[config.mk]
export PLATFORM = sky130hd
export DESIGN_NAME = cpu_sequencer
export DESIGN_NICKNAME = d
export VERILOG_FILES = /design/src/rtl/cpu_pkg.sv /design/src/rtl/mem_wait_timer.sv /design/src/rtl/cpu_sequencer.sv
export SDC_FILE = /design/constraint.sdc
export NUM_CORES = 1
export LEC_CHECK = 0
export BUFFER_PORTS_ARGS = -buffer_cell sky130_fd_sc_hd__buf_2
export CAP_MARGIN = 20
export CORE_MARGIN = 1
export CORE_UTILIZATION = 56
export CTS_BUF_LIST = sky130_fd_sc_hd__clkbuf_16
export DETAILED_ROUTE_END_ITERATION = 6
export GPL_TIMING_DRIVEN = 0
export PLACE_DENSITY = 0.85
export SETUP_SLACK_MARGIN = 0.4
export SLEW_MARGIN = 20
export SYNTH_ARGS = -nofsm -noshare
export SYNTH_HDL_FRONTEND = slang
export SYNTH_SLANG_ARGS = --single-unit
[constraint.sdc]
create_clock -name clk -period 4.4 [get_ports clk]
set_input_delay 0.22 -clock clk [delete_from_list [all_inputs] [get_ports clk]]
set_output_delay 0.22 -clock clk [all_outputs]
set_load 0.01 [all_outputs]
[src/rtl/cpu_pkg.sv]
// Shared definitions for the multi-cycle CPU control path: sequencer states,
// decoder operation classes and the default address width.
package cpu_pkg;

  localparam int unsigned PC_W_DEFAULT = 8;

  // Sequencer state encoding, kept as plain constants for legacy tools.
  typedef logic [2:0] state_t;

  localparam state_t StIdle   = 3'd0;
  localparam state_t StFetch  = 3'd1;
  localparam state_t StDecode = 3'd2;
  localparam state_t StExec   = 3'd3;
  localparam state_t StMem    = 3'd4;
  localparam state_t StWb     = 3'd5;

  localparam logic [1:0] OPC_ALU   = 2'b00;
  localparam logic [1:0] OPC_LOAD  = 2'b01;
  localparam logic [1:0] OPC_STORE = 2'b10;
  localparam logic [1:0] OPC_BRZ   = 2'b11;

  function automatic logic is_mem_op(input logic [1:0] opc);
    return (opc == OPC_LOAD) || (opc == OPC_STORE);
  endfunction

endpackage

[src/rtl/mem_wait_timer.sv]
// Counts consecutive cycles a memory request waits without ready and flags
// expiry on the MAX_WAIT-th waiting cycle, unless ready arrives that cycle.
module mem_wait_timer #(
  parameter int unsigned MAX_WAIT = 15
) (
  input  logic clk,
  input  logic reset,
  input  logic active,
  input  logic ready,
  output logic expired
);

  localparam int unsigned CntW = $clog2(MAX_WAIT + 1);
  localparam logic [CntW-1:0] Limit = CntW'(MAX_WAIT - 1);
  localparam logic [CntW-1:0] CntMax = CntW'(MAX_WAIT);

  logic [CntW-1:0] count_q, count_d;

  always_comb begin
    count_d = count_q;
    if (!active || ready) begin
      count_d = '0;
    end else if (count_q != CntMax) begin
      count_d = count_q + CntW'(1);
    end
  end

  always_ff @(posedge clk or posedge reset) begin
    if (reset) begin
      count_q <= '0;
    end else begin
      count_q <= count_d;
    end
  end

  // A ready in the limit cycle completes the transfer instead of faulting.
  assign expired = active && !ready && (count_q == Limit);

endmodule

[src/rtl/cpu_sequencer.sv]
// Multi-cycle control unit: sequences fetch/decode/execute/memory/write-back
// over a single-port memory and owns the program counter and retire count.
module cpu_sequencer
  import cpu_pkg::*;
#(
  parameter int unsigned PC_W     = PC_W_DEFAULT,
  parameter int unsigned MAX_WAIT = 15
) (
  input  logic            clk,
  input  logic            reset,
  input  logic            run,
  input  logic [1:0]      op_class,
  input  logic            is_halt,
  input  logic            zero,
  input  logic [PC_W-1:0] branch_target,
  input  logic [PC_W-1:0] data_addr,
  input  logic            mem_ready,
  output logic            mem_req,
  output logic            mem_we,
  output logic [PC_W-1:0] mem_addr,
  output logic            ir_load,
  output logic            reg_write,
  output logic            wb_sel,
  output logic [PC_W-1:0] pc,
  output logic            halted,
  output logic            fault,
  output logic [15:0]     retired
);

  state_t          state_q, state_d;
  logic [1:0]      op_q, op_d;
  logic [PC_W-1:0] addr_q, addr_d;
  logic [PC_W-1:0] pc_q, pc_d;
  logic [15:0]     retired_q, retired_d;
  logic            fault_q, fault_d;
  logic            retire;
  logic            waiting;
  logic            expired;

  assign waiting = (state_q == StFetch) || (state_q == StMem);

  mem_wait_timer #(
    .MAX_WAIT(MAX_WAIT)
  ) u_wait_timer (
    .clk    (clk),
    .reset  (reset),
    .active (waiting),
    .ready  (mem_ready),
    .expired(expired)
  );

  always_comb begin
    state_d = state_q;
    retire  = 1'b0;
    case (state_q)
      StIdle: begin
        if (run) state_d = StFetch;
      end
      StFetch: begin
        if (mem_ready) begin
          state_d = StDecode;
        end else if (expired) begin
          state_d = StIdle;
        end
      end
      StDecode: begin
        if (is_halt) begin
          state_d = StIdle;
          retire  = 1'b1;
        end else begin
          state_d = StExec;
        end
      end
      StExec: begin
        case (op_q)
          OPC_ALU:   state_d = StWb;
          OPC_LOAD:  state_d = StMem;
          OPC_STORE: state_d = StMem;
          default: begin
            state_d = StFetch;
            retire  = 1'b1;
          end
        endcase
      end
      StMem: begin
        if (mem_ready) begin
          if (op_q == OPC_STORE) begin
            state_d = StFetch;
            retire  = 1'b1;
          end else begin
            state_d = StWb;
          end
        end else if (expired) begin
          state_d = StIdle;
        end
      end
      StWb: begin
        state_d = StFetch;
        retire  = 1'b1;
      end
      default: state_d = StIdle;
    endcase
  end

  always_comb begin
    op_d      = op_q;
    addr_d    = addr_q;
    pc_d      = pc_q;
    fault_d   = fault_q;
    retired_d = retired_q + {15'd0, retire};

    // Decoder outputs are only trusted in DECODE, so hold the class from there.
    if (state_q == StDecode) op_d = op_class;

    if ((state_q == StExec) && is_mem_op(op_q)) addr_d = data_addr;

    if ((state_q == StFetch) && mem_ready) begin
      pc_d = pc_q + PC_W'(1);
    end else if ((state_q == StExec) && (op_q == OPC_BRZ) && zero) begin
      pc_d = branch_target;
    end

    if ((state_q == StIdle) && run) begin
      fault_d = 1'b0;
    end else if (waiting && expired) begin
      fault_d = 1'b1;
    end
  end

  always_ff @(posedge clk or posedge reset) begin
    if (reset) begin
      state_q   <= StIdle;
      op_q      <= OPC_ALU;
      addr_q    <= '0;
      pc_q      <= '0;
      retired_q <= '0;
      fault_q   <= 1'b0;
    end else begin
      state_q   <= state_d;
      op_q      <= op_d;
      addr_q    <= addr_d;
      pc_q      <= pc_d;
      retired_q <= retired_d;
      fault_q   <= fault_d;
    end
  end

  // Moore strobes straight off the state register; reset forces them low at once.
  always_comb begin
    mem_req   = waiting;
    mem_we    = (state_q == StMem) && (op_q == OPC_STORE);
    ir_load   = (state_q == StFetch) && mem_ready;
    reg_write = (state_q == StWb);
    wb_sel    = (state_q == StWb) && (op_q == OPC_LOAD);
    halted    = (state_q == StIdle);
    mem_addr  = '0;
    if (state_q == StFetch) begin
      mem_addr = pc_q;
    end else if (state_q == StMem) begin
      mem_addr = addr_q;
    end
  end

  assign pc      = pc_q;
  assign fault   = fault_q;
  assign retired = retired_q;

endmodule

## After elaboration in Yosys (flattened, before gate mapping)

Index checks and enable logic that the tools add are counted.

- Add/sub/neg operators: 3
- Eq/ne operators: 11
- Mux-type cells: 21
- Reduce and logical (&&, ||, !) cells: 22

Operators with widths:

| operator | number |
|---|---|
| 2-to-1 mux 8 bit | 4 |
| one-hot mux 3 bit (6 select lines) | 1 |
| adder 16 x 1 -> 16 bit | 1 |
| 2-to-1 mux 3 bit | 5 |
| logical AND 1 bit | 10 |
| adder 8 x 1 -> 8 bit (second input constant) | 1 |
| 2-to-1 mux 4 bit | 2 |
| == test 3 x 2 -> 1 bit (second input constant) | 2 |
| == test 3 bit (second input constant) | 2 |
| 2-to-1 mux 1 bit | 6 |
| one-hot mux 3 bit (2 select lines) | 1 |
| nonzero test 2 bit | 3 |
| adder 4 x 1 -> 4 bit (second input constant) | 1 |
| == test 2 bit (second input constant) | 2 |
| == test 4 bit (second input constant) | 1 |
| != test 4 bit (second input constant) | 1 |
| one-hot mux 1 bit (4 select lines) | 1 |
| == test 3 x 1 -> 1 bit (second input constant) | 1 |
| zero test 3 bit | 1 |
| logical OR 1 bit | 3 |
| OR reduction 3 bit | 1 |
| == test 2 x 1 -> 1 bit (second input constant) | 1 |
| zero test 1 bit | 2 |
| zero test 2 bit | 1 |
| 3 further kinds | 3 |

- Register bits: 42
- Output and inout bits: 39

## Logic depth before layout (Yosys ltp)

- Depth after elaboration: 7
- Mapped depth: 10
- Mapped depth without buffers: 10

## Hierarchy

From an unflattened synthesis, not the netlist that was laid out.

- Cells, all modules: 229
- Area total of the unflattened synthesis: 2314.7 µm²

Modules (own cells, without submodules):

| module | instances | cells an instance | area an instance (µm²) |
|---|---|---|---|
| cpu_sequencer | 1 | 204 | 2062.0 |
| mem_wait_timer | 1 | 25 | 252.7 |

## Worst setup path after synthesis

No wires, ideal clock.

- Path kind: register to register
- Start: reg state_q[2]
- End: reg retired_q[15], in the netlist retired[15]
- Library setup time: 0.125 ns
- Arrival: 2.037 ns
- Data required time: 4.275 ns
- Slack: 2.238 ns
- Cell stages (with the launch flop): 11
- Path buffers: 1
- Cells stage by stage: dfrtp_1 > buf_2 > nor2b_1 > a21oi_1 > o21ai_0 > and3b_1 > ha_1 > and2_1 > nand4_4 > or4_4 > xnor2_2

- Word-level cells in the longest chain between the ends: 3
- Elaborated cells between the ends (all ways): 6
- Those cells by class: 1 x add/sub; 4 x eq/ne; 1 x mux

Ends and longest elaborated chain:

| item | line | RTL |
|---|---|---|
| start: declaration | cpu_sequencer.sv:30 | `state_t state_q, state_d;` |
| start signal: assignment | cpu_sequencer.sv:132 | `state_q <= StIdle;` |
| start signal: assignment | cpu_sequencer.sv:139 | `state_q <= state_d;` |
| == test 3 bit / == test 3 x 2 -> 1 bit (equally long branches) | cpu_sequencer.sv:55 | `case (state_q)` |
| one-hot mux 1 bit (4 select lines) * | cpu_sequencer.sv:55 |  |
| adder 16 x 1 -> 16 bit * | cpu_sequencer.sv:110 | `retired_d = retired_q + {15'd0, retire};` |
| via retired_d[15] | cpu_sequencer.sv:34 | `logic [15:0] retired_q, retired_d;` |
| end signal: assignment | cpu_sequencer.sv:143 | `retired_q <= retired_d;` |
| end: declaration | cpu_sequencer.sv:34 |  |

Mark *: on every way through the listed nets, which the timed path passes. The rest lies on a longest branch.
A chain may end at the register's enable or synchronous reset.

## Final worst setup path

Same ends and word-level chain as after synthesis.

==> summary.md <==
| Metric | Value |
|---|---|
| Asr flop ratio synth | 100% |
| GR Overflow Total | 0 |
| Max_cap viols | 0 |
| DRT iter0 DRCs | 88 |
| Antenna diode count | 0 |
| Vias in the first global route | 1,652 |
| Initial antenna violation count | 0 |
| Chip height | 65.4 um |
| WS Path Type | register to register |
| Synth Flop Type | dfrtp_1 |
| Hold Slack | 0.127 ns |
| Crit. Startpoint | state_q[2]$_DFFE_PP0P_ |
| Cell family with most CP delay | simple AND/OR/NAND/NOR gates |
| Final HPWL DP | 3450 um |
| Commonest non-fill, non-tap cell in the layout | buf_2 |
| Cells after synthesis | 222 |
| Synthesis Warnings | 0 |
| Clock sink count | 42 |
| Flops & latches, synth | 42 |
| DRT Pass-1 Iters | 4 |
| Initial Util | 60.1% |
| GRT Total Usage | 24.4% |
| Setup Viol. Count Final | 0 |
| Vias/cell | 5.55 |
| Worst-path cell chain | buf_2 -> nor2b_1 -> a21oi_1 -> o21ai_0 -> and3b_1 -> ha_1 -> and2_1 -> nand4_4 -> or4_4 -> xnor2_2 |
| Clk slew on worst S/H paths | 0.06 ns |
| Slowest CP cell | or4_4 |
| Global-route wire length before repair | 7730 um |
| Worst R2R Start | state_q[2]$_DFFE_PP0P_ |
| Min Tclk post-route | 2.39 ns |
| Final RePlAce weighted congestion | 0.798 |
| Pleak | 1.43 nW |
| Pwr/cell area | 585 nW/um2 |
| Post-CTS Setup Bufs | 0 |
| Hold Crit Start | run |
| Core area | 3740 um2 |
| Die width | 65.4 um |
| DP Cell Count | 333 |
| Sw Share | 38.2% |
| DRC Markers | 0 |
| Number of flops mapped to enable cells by yosys | 0 |
| Actual slew at the worst max-slew pin | 0.468 ns |
| Share of layout cells above drive strength 1 | 32.1% |
| HP Class | primary input to register |
| Fin Clk Skew | 0.00370 ns |
| Max Clk Rate | 418 MHz |
| Area Overhead vs Synth | 24.0% |
| CTS Buffer Depth | 2 |
| Syn_nets | 256 |
| Slowest stage delay, CP | 0.45 ns |
| Synth cell types | 48 |
| Outcome | finished, final reports clean |
| Root Buffer | clkbuf_16 |
| Via count | 1,892 |
| Worst skew pair latency | 0.28 ns |
| WP data arrival | 2.56 ns |
| Worst Path Max Fanout | 10 |
| WP data required | 4.57 ns |
| Worst ir drop on vdd | 0.351 mV |
| Area of the die | 4270 um2 |
| CP endpoint kind | register |
| Final std cells w/o fill | 341 |
| Synth Cell Area | 2250 um2 |
| Port-buffer cells | 62 |
| Final hold violation count | 0 |
| Mapped Avg Cell Area | 10.1 um2 |
| Worst setup SP type | register |
| Placement row count | 22 |
| Int Power | 0.00101 W |
| Setup TNS | 0 ns |
| RSZ-0062 raised after global routing | no |
| Sequential Power Share | 37.6% |
| Number of routed nets with antenna violations | 0 |
| Most frequent cells in the layout | 67 x buf_2, 42 x dfrtp_1, 25 x nor2_1 |
| Final Routed Wirelength | 4750 um |
| CTS tree | built |
| Final non-filler cell area | 2790 um2 |
| # IOs | 63 |
| Combinational share of power | 41.6% |
| Final worst-path cycle share | 54.4% |
| Largest net degree at the start of global routing | 24 |
| Slew Viols, Final | 0 |
| Final nets | 327 |
| H-tree depth | 2 |
| Sequential-to-total area share from yosys stat | 46.7% |
| Crit path buf inv count | 1 |
| Routed len/inst | 13.9 um |
| DP Area | 2650 um2 |
| Fill cell count | 283 |
| Sw Pwr | 0.000624 W |
| Worst slew margin | 68.8% |
| Clock share of power | 20.8% |
| Total CTS buffers | 5 |
power groups by stage:
stage          clock network [W]  registers [W]  logic [W]
2_1_floorplan                  0       0.000610   0.000453
3_3_place_gp                   0       0.000611   0.000653
3_5_place_dp                   0       0.000616   0.000672
4_1_cts                 0.000345       0.000612   0.000683
5_1_grt                 0.000361       0.000629   0.000756
6_report                0.000339       0.000613   0.000679
registers in the layout, summed over array words and instances, names as in the netlist:
register              cells
op_q                      2
retired                  16
u_wait_timer.count_q      4
pc                        8
state_q                   3
addr_q                    8
fault                     1
Yosys cell counts, types with 2 or more instances:
| cell type | n | area, um2 |
|---|---|---|
| nand2b_1 | 2 | 12.5 |
| and2_1 | 3 | 18.8 |
| a31oi_1 | 3 | 18.8 |
| a211oi_1 | 2 | 15.0 |
| o21ai_2 | 2 | 17.5 |
| nor3b_1 | 2 | 15.0 |
| nor3_1 | 7 | 35.0 |
| and3_1 | 2 | 12.5 |
| o21ai_0 | 8 | 40.0 |
| xnor2_1 | 10 | 87.6 |
| a22oi_1 | 8 | 60.1 |
| o22ai_1 | 2 | 12.5 |
| nor4_1 | 2 | 12.5 |
| ha_1 | 10 | 125 |
| a21o_1 | 2 | 15.0 |
| nor2b_1 | 3 | 18.8 |
| xor2_1 | 5 | 43.8 |
| mux2_2 | 8 | 90.1 |
| nand3_1 | 10 | 50.1 |
| buf_2 | 5 | 25.0 |
| nand2_1 | 20 | 75.1 |
| a221o_1 | 3 | 30.0 |
| nand4_1 | 2 | 12.5 |
| nor2_1 | 25 | 93.8 |
| dfrtp_1 | 42 | 1050 |
| inv_1 | 7 | 26.3 |
| a21oi_1 | 6 | 30.0 |
layer usage:
metal | track usage (%) | share of wire [%] | vias to the layer above
met5 | 0 | 0 | -
met1 | 31.5 | 45 | 895
li1 | - | - | 935
met2 | 38.7 | 49 | 55
met4 | 10.1 | 1.4 | 0
met3 | 6.60 | 4.5 | 7
path summary, 6_finish.rpt:
| check | depth (start not counted) | slack [ns] | end |
|---|---|---|---|
| setup / recovery | 10 | 2.01 | retired[15]$_DFF_PP0_ |
| hold / removal | 2 | 0.13 | fault$_DFFE_PP0P_ |
| setup reg to reg | 10 | 2.01 | retired[15]$_DFF_PP0_ |
| hold reg to reg | 1 | 0.49 | retired[14]$_DFF_PP0_ |
| max in group asynchronous | 4 | 3.43 | retired[9]$_DFF_PP0_ |
| min in group asynchronous | 3 | 0.51 | retired[1]$_DFF_PP0_ |
worst register-to-register path: cells and delay by family (launching register included):
family | cells | cell delay [ns]
simple gates | 5 | 1.21
compound gates | 2 | 0.17
fa+ha+maj | 1 | 0.15
buf+inv | 1 | 0.19
flops | 1 | 0.41
xor+xnor | 1 | 0.14
cell families after synthesis:
group                    after synthesis  share of synthesized area, %
AO/OA/AOI/OAI                         42                          13.0
buffers and inverters                 15                          3.12
flip-flops                            42                          46.7
multiplexers                           8                          4.01
AND/OR/NAND/NOR                       89                          21.0
adder cells (fa/ha/maj)               10                          5.56
XOR/XNOR                              16                          6.57
per-stage QoR:
step	utilization, %	power, W	worst slack (ns)
5_1_grt	74.5	0.00175	1.80
6_report	74.5	0.00163	2.01
2_1_floorplan	-	0.00106	2.24
4_1_cts	74.5	0.00164	2.01
3_3_place_gp	70.0	0.00126	2.07
3_5_place_dp	70.7	0.00129	2.03
repair_timing:
action / in CTS / in global routing
hold buffers: 1 / 0
resized for setup: 0 / 0
hold endpoints to repair: 19 / 0
cell type report:
| type | count | area, um2 | share of cell area, % |
|---|---|---|---|
| inverter | 8 | 30.0 | 1.08 |
| clock buffer | 5 | 125 | 4.49 |
| clock inverter | 2 | 7.51 | 0.269 |
| tap | 48 | 60.1 | 2.15 |
| sequential | 42 | 1050 | 37.7 |
| timing repair buffer | 64 | 348 | 12.5 |
| buffer | 7 | 40.0 | 1.44 |
| multi-input combinational | 165 | 1130 | 40.4 |
No activity file was read; power rests on OpenSTA's default activity.
